## config.mk

```make
export PLATFORM = sky130hd
export DESIGN_NAME = dbu_run_ctrl_flat
export DESIGN_NICKNAME = d
export VERILOG_FILES = /design/src/rtl/dbu_pkg.sv /design/src/rtl/dbu_run_ctrl_if.sv /design/src/rtl/dbu_debounce.sv /design/src/rtl/dbu_run_ctrl.sv /design/src/flat_wrapper.sv
export SDC_FILE = /design/constraint.sdc
export NUM_CORES = 1
export LEC_CHECK = 0
export ABC_AREA = 0
export CAP_MARGIN = 20
export CORE_ASPECT_RATIO = 0.9
export CORE_MARGIN = 2
export CORE_UTILIZATION = 40
export DETAILED_ROUTE_END_ITERATION = 8
export GPL_ROUTABILITY_DRIVEN = 0
export GPL_TIMING_DRIVEN = 0
export REMOVE_ABC_BUFFERS = 1
export SYNTH_ARGS = -nofsm -noshare
export SYNTH_HDL_FRONTEND = slang
export SYNTH_HIERARCHICAL = 1
export SYNTH_SLANG_ARGS = --single-unit
```

## constraint.sdc

```tcl
create_clock -name clk -period 5.75 [get_ports clk]
set_clock_uncertainty 0.15 [all_clocks]
set_input_delay 1.15 -clock clk [delete_from_list [all_inputs] [get_ports clk]]
set_output_delay 1.15 -clock clk [all_outputs]
set_load 0.02 [all_outputs]
```

## src/rtl/dbu_pkg.sv

```systemverilog
// Shared state encoding and constants for the DBU run/step controller.
package dbu_pkg;

    typedef enum logic [1:0] {
        ST_IDLE = 2'd0,
        ST_RUN  = 2'd1,
        ST_STEP = 2'd2,
        ST_HOLD = 2'd3
    } state_t;

    localparam int RF_ADDR_W = 5;

endpackage

```

## src/rtl/dbu_run_ctrl_if.sv

```systemverilog
// Board-side signal bundle of the DBU run/step controller.
interface dbu_run_ctrl_if #(
    parameter int ADDR_W = 8,
    parameter int CNT_W  = 16
);
    logic              succ;
    logic              step;
    logic              inc;
    logic              dec;
    logic              m_rf;
    logic              cpu_en;
    logic [ADDR_W-1:0] addr;
    logic              run_led;
    logic [CNT_W-1:0]  cyc_cnt;

    modport master (
        output succ, step, inc, dec, m_rf,
        input  cpu_en, addr, run_led, cyc_cnt
    );

    modport slave (
        input  succ, step, inc, dec, m_rf,
        output cpu_en, addr, run_led, cyc_cnt
    );
endinterface

```

## src/rtl/dbu_debounce.sv

```systemverilog
// Button conditioner: 2-FF synchroniser, stability counter and a one-cycle
// pulse on each accepted 0->1 transition of the debounced level.
module dbu_debounce #(
    parameter int DEB_CYCLES = 4
) (
    input  logic clk,
    input  logic rst_n,
    input  logic din,
    output logic level,
    output logic pulse
);

    localparam int             CW     = (DEB_CYCLES > 1) ? $clog2(DEB_CYCLES) : 1;
    localparam logic [CW-1:0]  C_LAST = CW'(DEB_CYCLES - 1);

    logic [1:0]    sync_q;
    logic [CW-1:0] cnt_q;
    logic          s;

    assign s = sync_q[1];

    // NOTE: non-blocking assignments so every flop samples its pre-edge inputs.
    always_ff @(posedge clk or negedge rst_n) begin
        if (!rst_n) begin
            sync_q <= '0;
            cnt_q  <= '0;
            level  <= 1'b0;
            pulse  <= 1'b0;
        end else begin
            sync_q <= {sync_q[0], din};
            pulse  <= 1'b0;
            if (s == level) begin
                cnt_q <= '0;
            end else if (cnt_q == C_LAST) begin
                // Disagreement has lasted DEB_CYCLES samples: accept the new level.
                level <= s;
                pulse <= s;
                cnt_q <= '0;
            end else begin
                cnt_q <= cnt_q + 1'b1;
            end
        end
    end

endmodule

```

## src/rtl/dbu_run_ctrl.sv

```systemverilog
// DBU run/step sequencer: gates the CPU clock-enable, tracks the displayed
// regfile/memory address and counts enabled CPU cycles.
module dbu_run_ctrl
    import dbu_pkg::*;
#(
    parameter int DEB_CYCLES = 4,
    parameter int ADDR_W     = 8,
    parameter int CNT_W      = 16
) (
    input  logic          clk,
    input  logic          rst_n,
    dbu_run_ctrl_if.slave bus
);

    localparam logic [ADDR_W-1:0] RF_MASK = ADDR_W'((1 << RF_ADDR_W) - 1);

    logic [1:0]        succ_sync_q;
    logic [1:0]        m_rf_sync_q;
    logic              m_rf_prev_q;
    logic              succ_s;
    logic              m_rf_s;
    logic              m_rf_chg;
    logic              step_level;
    logic              step_pulse;
    logic              inc_level;
    logic              inc_pulse;
    logic              dec_level;
    logic              dec_pulse;
    logic              unused_levels;
    state_t            state_q;
    state_t            state_d;
    logic              cpu_en;
    logic [ADDR_W-1:0] addr_q;
    logic [ADDR_W-1:0] addr_d;
    logic [CNT_W-1:0]  cnt_q;

    dbu_debounce #(.DEB_CYCLES(DEB_CYCLES)) u_step (
        .clk  (clk),
        .rst_n(rst_n),
        .din  (bus.step),
        .level(step_level),
        .pulse(step_pulse)
    );

    dbu_debounce #(.DEB_CYCLES(DEB_CYCLES)) u_inc (
        .clk  (clk),
        .rst_n(rst_n),
        .din  (bus.inc),
        .level(inc_level),
        .pulse(inc_pulse)
    );

    dbu_debounce #(.DEB_CYCLES(DEB_CYCLES)) u_dec (
        .clk  (clk),
        .rst_n(rst_n),
        .din  (bus.dec),
        .level(dec_level),
        .pulse(dec_pulse)
    );

    assign unused_levels = inc_level ^ dec_level;

    // succ and m_rf are switches: synchronised only, never debounced.
    always_ff @(posedge clk or negedge rst_n) begin
        if (!rst_n) begin
            succ_sync_q <= '0;
            m_rf_sync_q <= '0;
            m_rf_prev_q <= 1'b0;
        end else begin
            succ_sync_q <= {succ_sync_q[0], bus.succ};
            m_rf_sync_q <= {m_rf_sync_q[0], bus.m_rf};
            m_rf_prev_q <= m_rf_sync_q[1];
        end
    end

    assign succ_s   = succ_sync_q[1];
    assign m_rf_s   = m_rf_sync_q[1];
    assign m_rf_chg = m_rf_s ^ m_rf_prev_q;

    always_ff @(posedge clk or negedge rst_n) begin
        if (!rst_n) begin
            state_q <= ST_IDLE;
        end else begin
            state_q <= state_d;
        end
    end

    always_comb begin
        // NOTE: default first so every path assigns state_d and no latch is inferred.
        state_d = state_q;
        case (state_q)
            ST_IDLE: begin
                if (succ_s) begin
                    state_d = ST_RUN;
                end else if (step_pulse) begin
                    state_d = ST_STEP;
                end
            end
            ST_RUN: begin
                if (!succ_s) begin
                    state_d = ST_IDLE;
                end
            end
            ST_STEP: begin
                state_d = ST_HOLD;
            end
            ST_HOLD: begin
                // Wait for the button to be released so one press is one step.
                if (succ_s) begin
                    state_d = ST_RUN;
                end else if (!step_level) begin
                    state_d = ST_IDLE;
                end
            end
            default: begin
                state_d = ST_IDLE;
            end
        endcase
    end

    // state_q is cleared asynchronously, so cpu_en falls with rst_n, not at a clock edge.
    assign cpu_en = (state_q == ST_RUN) || (state_q == ST_STEP);

    always_comb begin
        addr_d = addr_q;
        if (m_rf_chg) begin
            addr_d = '0;
        end else if (inc_pulse != dec_pulse) begin
            addr_d = inc_pulse ? addr_q + ADDR_W'(1) : addr_q - ADDR_W'(1);
            if (!m_rf_s) begin
                addr_d = addr_d & RF_MASK;
            end
        end
    end

    always_ff @(posedge clk or negedge rst_n) begin
        if (!rst_n) begin
            addr_q <= '0;
            cnt_q  <= '0;
        end else begin
            addr_q <= addr_d;
            if (cpu_en) begin
                cnt_q <= cnt_q + 1'b1;
            end
        end
    end

    assign bus.cpu_en  = cpu_en;
    assign bus.addr    = addr_q;
    assign bus.run_led = (state_q == ST_RUN);
    assign bus.cyc_cnt = cnt_q;

endmodule

```

## src/flat_wrapper.sv

```systemverilog
// flat-port wrapper written by rule: the top's interface ports become plain ports
module dbu_run_ctrl_flat import dbu_pkg::*;
#(
    parameter int DEB_CYCLES = 4,
    parameter int ADDR_W     = 8,
    parameter int CNT_W      = 16
)
  (clk, rst_n, bus_succ, bus_step, bus_inc, bus_dec, bus_m_rf, bus_cpu_en, bus_addr, bus_run_led, bus_cyc_cnt);
  dbu_run_ctrl_if #(.ADDR_W(ADDR_W), .CNT_W(CNT_W)) bus_i ();
  input  logic clk;
  input  logic rst_n;
  input wire logic [$bits(bus_i.succ)-1:0] bus_succ;
  input wire logic [$bits(bus_i.step)-1:0] bus_step;
  input wire logic [$bits(bus_i.inc)-1:0] bus_inc;
  input wire logic [$bits(bus_i.dec)-1:0] bus_dec;
  input wire logic [$bits(bus_i.m_rf)-1:0] bus_m_rf;
  output wire logic [$bits(bus_i.cpu_en)-1:0] bus_cpu_en;
  output wire logic [$bits(bus_i.addr)-1:0] bus_addr;
  output wire logic [$bits(bus_i.run_led)-1:0] bus_run_led;
  output wire logic [$bits(bus_i.cyc_cnt)-1:0] bus_cyc_cnt;
  assign bus_i.succ = bus_succ;
  assign bus_i.step = bus_step;
  assign bus_i.inc = bus_inc;
  assign bus_i.dec = bus_dec;
  assign bus_i.m_rf = bus_m_rf;
  assign bus_cpu_en = bus_i.cpu_en;
  assign bus_addr = bus_i.addr;
  assign bus_run_led = bus_i.run_led;
  assign bus_cyc_cnt = bus_i.cyc_cnt;
  dbu_run_ctrl #(.DEB_CYCLES(DEB_CYCLES), .ADDR_W(ADDR_W), .CNT_W(CNT_W)) u_core (.clk(clk), .rst_n(rst_n), .bus(bus_i));
endmodule
```

### Word level (Yosys, flattened, before mapping)

Index checks and enable logic that the tools add are counted.

| word-level totals | value |
|---|---|
| register bits | 49 |
| bits of input ports | 7 |
| output and inout bits | 26 |
| word-level logic and storage cells | 70 |

| operators by class | value |
|---|---|
| add/subtract/negate cells | 6 |
| equal/unequal tests | 13 |
| multiplexer cells | 22 |
| bitwise gates (word level) | 4 |
| reduce and logical (&&, ||, !) cells | 7 |

Operators by type and width:

| operator | count |
|---|---|
| $mux W8 | 4 |
| $mux W2 | 11 |
| $add A16 B1 Y16 const B | 1 |
| $eq A2 B2 Y1 const B | 5 |
| $add A8 B1 Y8 const B | 1 |
| $pmux W2 S4 | 1 |
| $sub A8 B1 Y8 const B | 1 |
| $add A2 B1 Y2 const B | 3 |
| $mux W1 | 6 |
| $ne A3 B2 Y1 const B | 2 |
| $reduce_and A2 Y1 | 3 |
| $eq A1 B1 Y1 | 3 |
| $not A1 Y1 | 3 |
| $reduce_and A3 Y1 | 1 |
| $eq A2 B1 Y1 const B | 1 |
| $logic_not A2 Y1 | 1 |
| $ne A2 B2 Y1 const B | 1 |
| $reduce_bool A2 Y1 | 1 |
| $logic_or A1 B1 Y1 | 1 |
| $ne A1 B1 Y1 | 1 |
| $xor A1 B1 Y1 | 1 |

### Depth between registers and ports, before layout

| depth | value |
|---|---|
| depth in word-level cells | 5 |
| mapped depth | 8 |

### Cells and area by module

The synthesis kept the hierarchy.

Modules (own cells, without submodules):

| module | times used | cells an instance | area an instance (um^2) |
|---|---|---|---|
| dbu_run_ctrl | 1 | 156 | 1660.3 |
| dbu_debounce | 3 | 12 | 209.0 |

### Worst setup path before layout

No wires, ideal clock.

| timing path | value |
|---|---|
| path kind | reg2out |
| from | register u_core.state_q[0] |
| to | output bus_cpu_en |
| arrival time | 0.893 ns |
| data required time | 4.450 ns |
| setup slack | 3.557 ns |
| stages on the path, launching flop included | 3 |
| buffers on the path | 0 |
| path through | dfrtp_1 inv_1 ha_1 |

| between the ends | value |
|---|---|
| longest elaborated chain between the ends | 2 |
| elaborated cells on any way between the ends | 3 |

RTL lines:

| what | line | RTL |
|---|---|---|
| start: declaration | dbu_run_ctrl.sv:30 | `state_t state_q;` |
| start signal: assignment | dbu_run_ctrl.sv:84 | `state_q <= state_d;` |
| $eq A2 B1 Y1 / $eq A2 B2 Y1 (equally long branches) | dbu_run_ctrl.sv:122 | `assign cpu_en = (state_q == ST_RUN) \|\| (state_q == ST_STEP);` |
| $logic_or A1 B1 Y1 (*) | dbu_run_ctrl.sv:122 |  |
| end: declaration | flat_wrapper.sv:17 | `output wire logic [$bits(bus_i.cpu_en)-1:0] bus_cpu_en;` |

Mark *: on every way between the ends. The rest lies on a longest branch, timed or not.

### Worst setup path in the final report

| timing path | value |
|---|---|
| from | register u_core.state_q[1] |
| to | output bus_cpu_en |

The elaborated chain is that of the path after synthesis.

==> metrics.sh <==
YS_FF_LATCH=49
LKG_PWR_nW=1.21
WIRE_PER_INST_UM=12.2
SEQ_POWER_SHARE_PCT=43.2
MULTI_INPUT_COMB_AREA_MM2=0.00102
FINAL_LAYOUT_SIZE_SUFFIX_GT1_SHARE_PCT=9.52
CRITPATHMAXFANOUT=6
TIMING.FINAL.SETUP_VIOLATIONS=0
CP-END-KIND='primary output'
POWER.DENSITY_mW_PER_MM2=407
CTS_POST_SETUP_BUFFERS_INSERTED=0
AREA.SEQUENTIAL_MM2=0.00123
AREA_DELTA_SYNTH_FINAL_PCT=22.0
REMAINING_OVERFLOW_GRT=0
FLOORPLAN.ROWS=26
PIN_COUNT_OF_THE_BIGGEST_NET_ENTERING_GLOBAL_ROUTING=36
IO-PIN-COUNT=33
DIE_WIDTH_UM=83.7
ANTENNA_VIOLATING_NETS_POST_ROUTE=0
NUM-FILL-CELLS=519
POSTLAYOUTCELLAREA_MM2=0.00279
CLOCK_POWER_SHARE_PCT=17.3
LARGEST_REG_FLOPS=16
SYNTH-WARNING-COUNT=6
SYN_AREA_MM2=0.00229
PLACE_AREA_MM2=0.00271
FIRST_PASS_GRT_WIRE_LENGTH_UM=6590
CORE_AREA_MM2=0.00560
CRITICAL_PATH_CLASS='flip-flop to primary output'
DRT_ITER0_MARKERS=42
FINALHOLDVIOLATIONS=0
NUM_ANTENNA_CELLS=0
HOLDWS_PS=201
WORST_IR_DROP_VDD_V=0.000284
CTS_HOLD_BUF=0
DRT_PRE_ANTENNA_ITERS=4
SETUP_WS_PS=2600
CTS_BUFFERS=5
HTREE_NUM_LEVELS=2
SWITCHING_SHARE_PCT=34.9
SYNTH_CELLS=192
P_SWITCHING_mW=0.396
OUTCOME='completed'
CP_DATA_ARRIVAL_TIME_PS=1850
CLK_LATENCY_PS=290
FMAXACHIEVABLE_GHz=0.317
GR_UTIL_ALL_LAYERS_PCT=12.9
MIN_PERIOD_OVER_PERIOD_PCT=54.8
POWER_REPORT.INTERNAL_TOTAL_mW=0.740
FINAL_CORE_AREA_UTILIZATION_PCT=49.9
TIGHTEST_SLEW_PS=493
ROUTED_WL_UM=3670
ROUTED-VIA-COUNT=1450
CTS_MAX_PATH_BUFFERS=2
DP.FINAL_HPWL_UM=2640
PORTBUFFERS=32
PERIOD_NEEDED_PS=3150
SHARE_COMB_OF_TOTAL_POWER_PCT=39.4
DP_WORST_SETUP_SLACK_PS=2950
SYNTH_SEQUENTIAL_AREA_RATIO_PCT=53.6
SYNTH.AVG_CELL_AREA_UM2=11.9
ANTENNA_VIOLATIONS_BEFORE_REPAIR=0
CLOCK_SINKS=49
SLEW-LIMIT-HEADROOM_PCT=67.0
DIE_HEIGHT_UM=75.7
FINAL.SETUP.TNS_PS=0
WORST_SETUP_PATH_START_KIND='flip-flop'
FLOORPLAN.INITIALDENSITY_PCT=40.9
CLOCKROOTBUFFER='clkbuf_8'
REPORT.FINAL.SLEW_VIOL_COUNT=0
DRC_VIOLATION_COUNT_AFTER_ROUTING=0
CTS_REPAIR_RESIZE_COUNT=0
CLK_PIN_SLEW_PS=80
NETS=254
TRITONCTS='done'
VIASPERCELL=4.82
TIMING.CRITICAL_PATH.REQUIRED_PS=4450
SYNTH.LIB_CELLS_USED.DISTINCT=38
RSZ0062_AT_GRT='no'
FIRST_GLOBAL_VIAS=1432
DIE-AREA_MM2=0.00634
TIMING.HOLD.WORST.CLASS='flip-flop to flip-flop'
CAP_VIOL_MAX_COUNT=0
[layer usage]
| layer | part of all wire (%) | up-vias | GRT usage [%] |
|---|---|---|---|
| li1 | - | 742 | - |
| met1 | 52 | 670 | 17.9 |
| met2 | 41 | 32 | 19.5 |
| met3 | 5.8 | 6 | 4.23 |
| met4 | 1.5 | 0 | 4.30 |
| met5 | 0 | - | 0 |
[synthesized netlist by cell type]
cell,instances,share of area [%]
nand3_1,4,0.88
o21ai_0,4,0.88
nor3_2,3,1.3
ha_1,15,8.2
and3_1,1,0.27
nor4b_1,1,0.38
a21oi_1,8,1.8
o21bai_1,1,0.33
xnor2_1,18,6.9
nand4_1,3,0.82
a221oi_1,1,0.38
mux2_2,1,0.49
or3_1,2,0.55
nor2_2,1,0.27
nor2_1,11,1.8
dfrtp_1,49,54
o31ai_2,1,0.55
nor3_1,3,0.66
a211oi_1,2,0.66
o211a_1,1,0.44
and3_4,2,0.98
nand4_4,2,1.9
inv_1,9,1.5
o21a_1,4,1.3
xor2_2,1,0.71
nor4_1,1,0.27
clkbuf_2,1,0.22
o221ai_1,1,0.38
o31a_1,1,0.38
a21o_1,1,0.33
nor2b_1,5,1.4
a32oi_1,1,0.38
and3b_2,3,1.3
fa_1,1,0.88
mux2_1,3,1.5
nor3b_1,1,0.33
nand2_1,20,3.3
xor2_1,5,1.9
[final cells by class]
class                           count  area share (%)
Multi-Input combinational cell    133            36.6
Timing Repair Buffer               33            12.0
Sequential cell                    49            43.9
Inverter                            9            1.21
Clock buffer                        7            3.09
Tap cell                           70            3.14
[placed cells by master, fill, tap and decap left out, types with 3 or more instances in the layout]
| cell | n |
|---|---|
| o21a_1 | 4 |
| mux2_1 | 3 |
| inv_1 | 9 |
| clkdlybuf4s50_1 | 31 |
| nand2_1 | 20 |
| o21ai_0 | 4 |
| nor3_2 | 3 |
| xor2_1 | 5 |
| nor3_1 | 3 |
| dfrtp_1 | 49 |
| nand3_1 | 4 |
| nor2_1 | 11 |
| xnor2_1 | 18 |
| nor2b_1 | 5 |
| ha_1 | 15 |
| and3b_2 | 3 |
| nand4_1 | 3 |
| clkbuf_8 | 6 |
| a21oi_1 | 8 |
[kinds of logic after synthesis]
| logic type | Yosys count | share of synthesized area (%) |
|---|---|---|
| AO/OA/AOI/OAI | 26 | 7.77 |
| XOR/XNOR | 24 | 9.52 |
| AND/OR/NAND/NOR | 63 | 16.4 |
| flip-flops | 49 | 53.6 |
| buffers and inverters | 10 | 1.70 |
| multiplexers | 4 | 1.97 |
| adder cells (fa/ha/maj) | 16 | 9.08 |
[power groups by stage]
stage | sequential [mW] | clock, mW | combinational [mW]
5_1_grt | 0.504 | 0.222 | 0.496
3_3_place_gp | 0.497 | 0 | 0.444
2_1_floorplan | 0.522 | 0 | 0.275
4_1_cts | 0.492 | 0.209 | 0.451
3_5_place_dp | 0.497 | 0 | 0.448
6_report | 0.491 | 0.197 | 0.448
[worst paths after layout]
path / start / endpoint / slack [ps] / cells after the start
setup reg to reg: u_core/u_inc/pulse / u_core/bus.addr[6] / 3430 / 7
max in group asynchronous: rst_n / u_core/bus.addr[1] / 4350 / 2
setup / recovery: u_core/state_q[1] / bus_cpu_en / 2600 / 3
hold / removal: u_core/u_dec/sync_q[0] / u_core/u_dec/sync_q[1] / 200 / 0
min in group asynchronous: rst_n / u_core/bus.cyc_cnt[3] / 610 / 1
hold reg to reg: u_core/u_dec/sync_q[0] / u_core/u_dec/sync_q[1] / 200 / 0
[through the flow]
stage / power (mW) / instances
floorplan: 0.797 / 191
global placement: 0.941 / 293
detailed placement: 0.945 / 294
CTS: 1.15 / 301
global route: 1.22 / 301
finish: 1.14 / 301
[critical path: stages (launching register included)]
cell and delay (ps):
dfrtp_1 390, inv_1 110, ha_1 410, clkdlybuf4s50_1 640
Note: power is estimated with default switching activity, not from simulation.
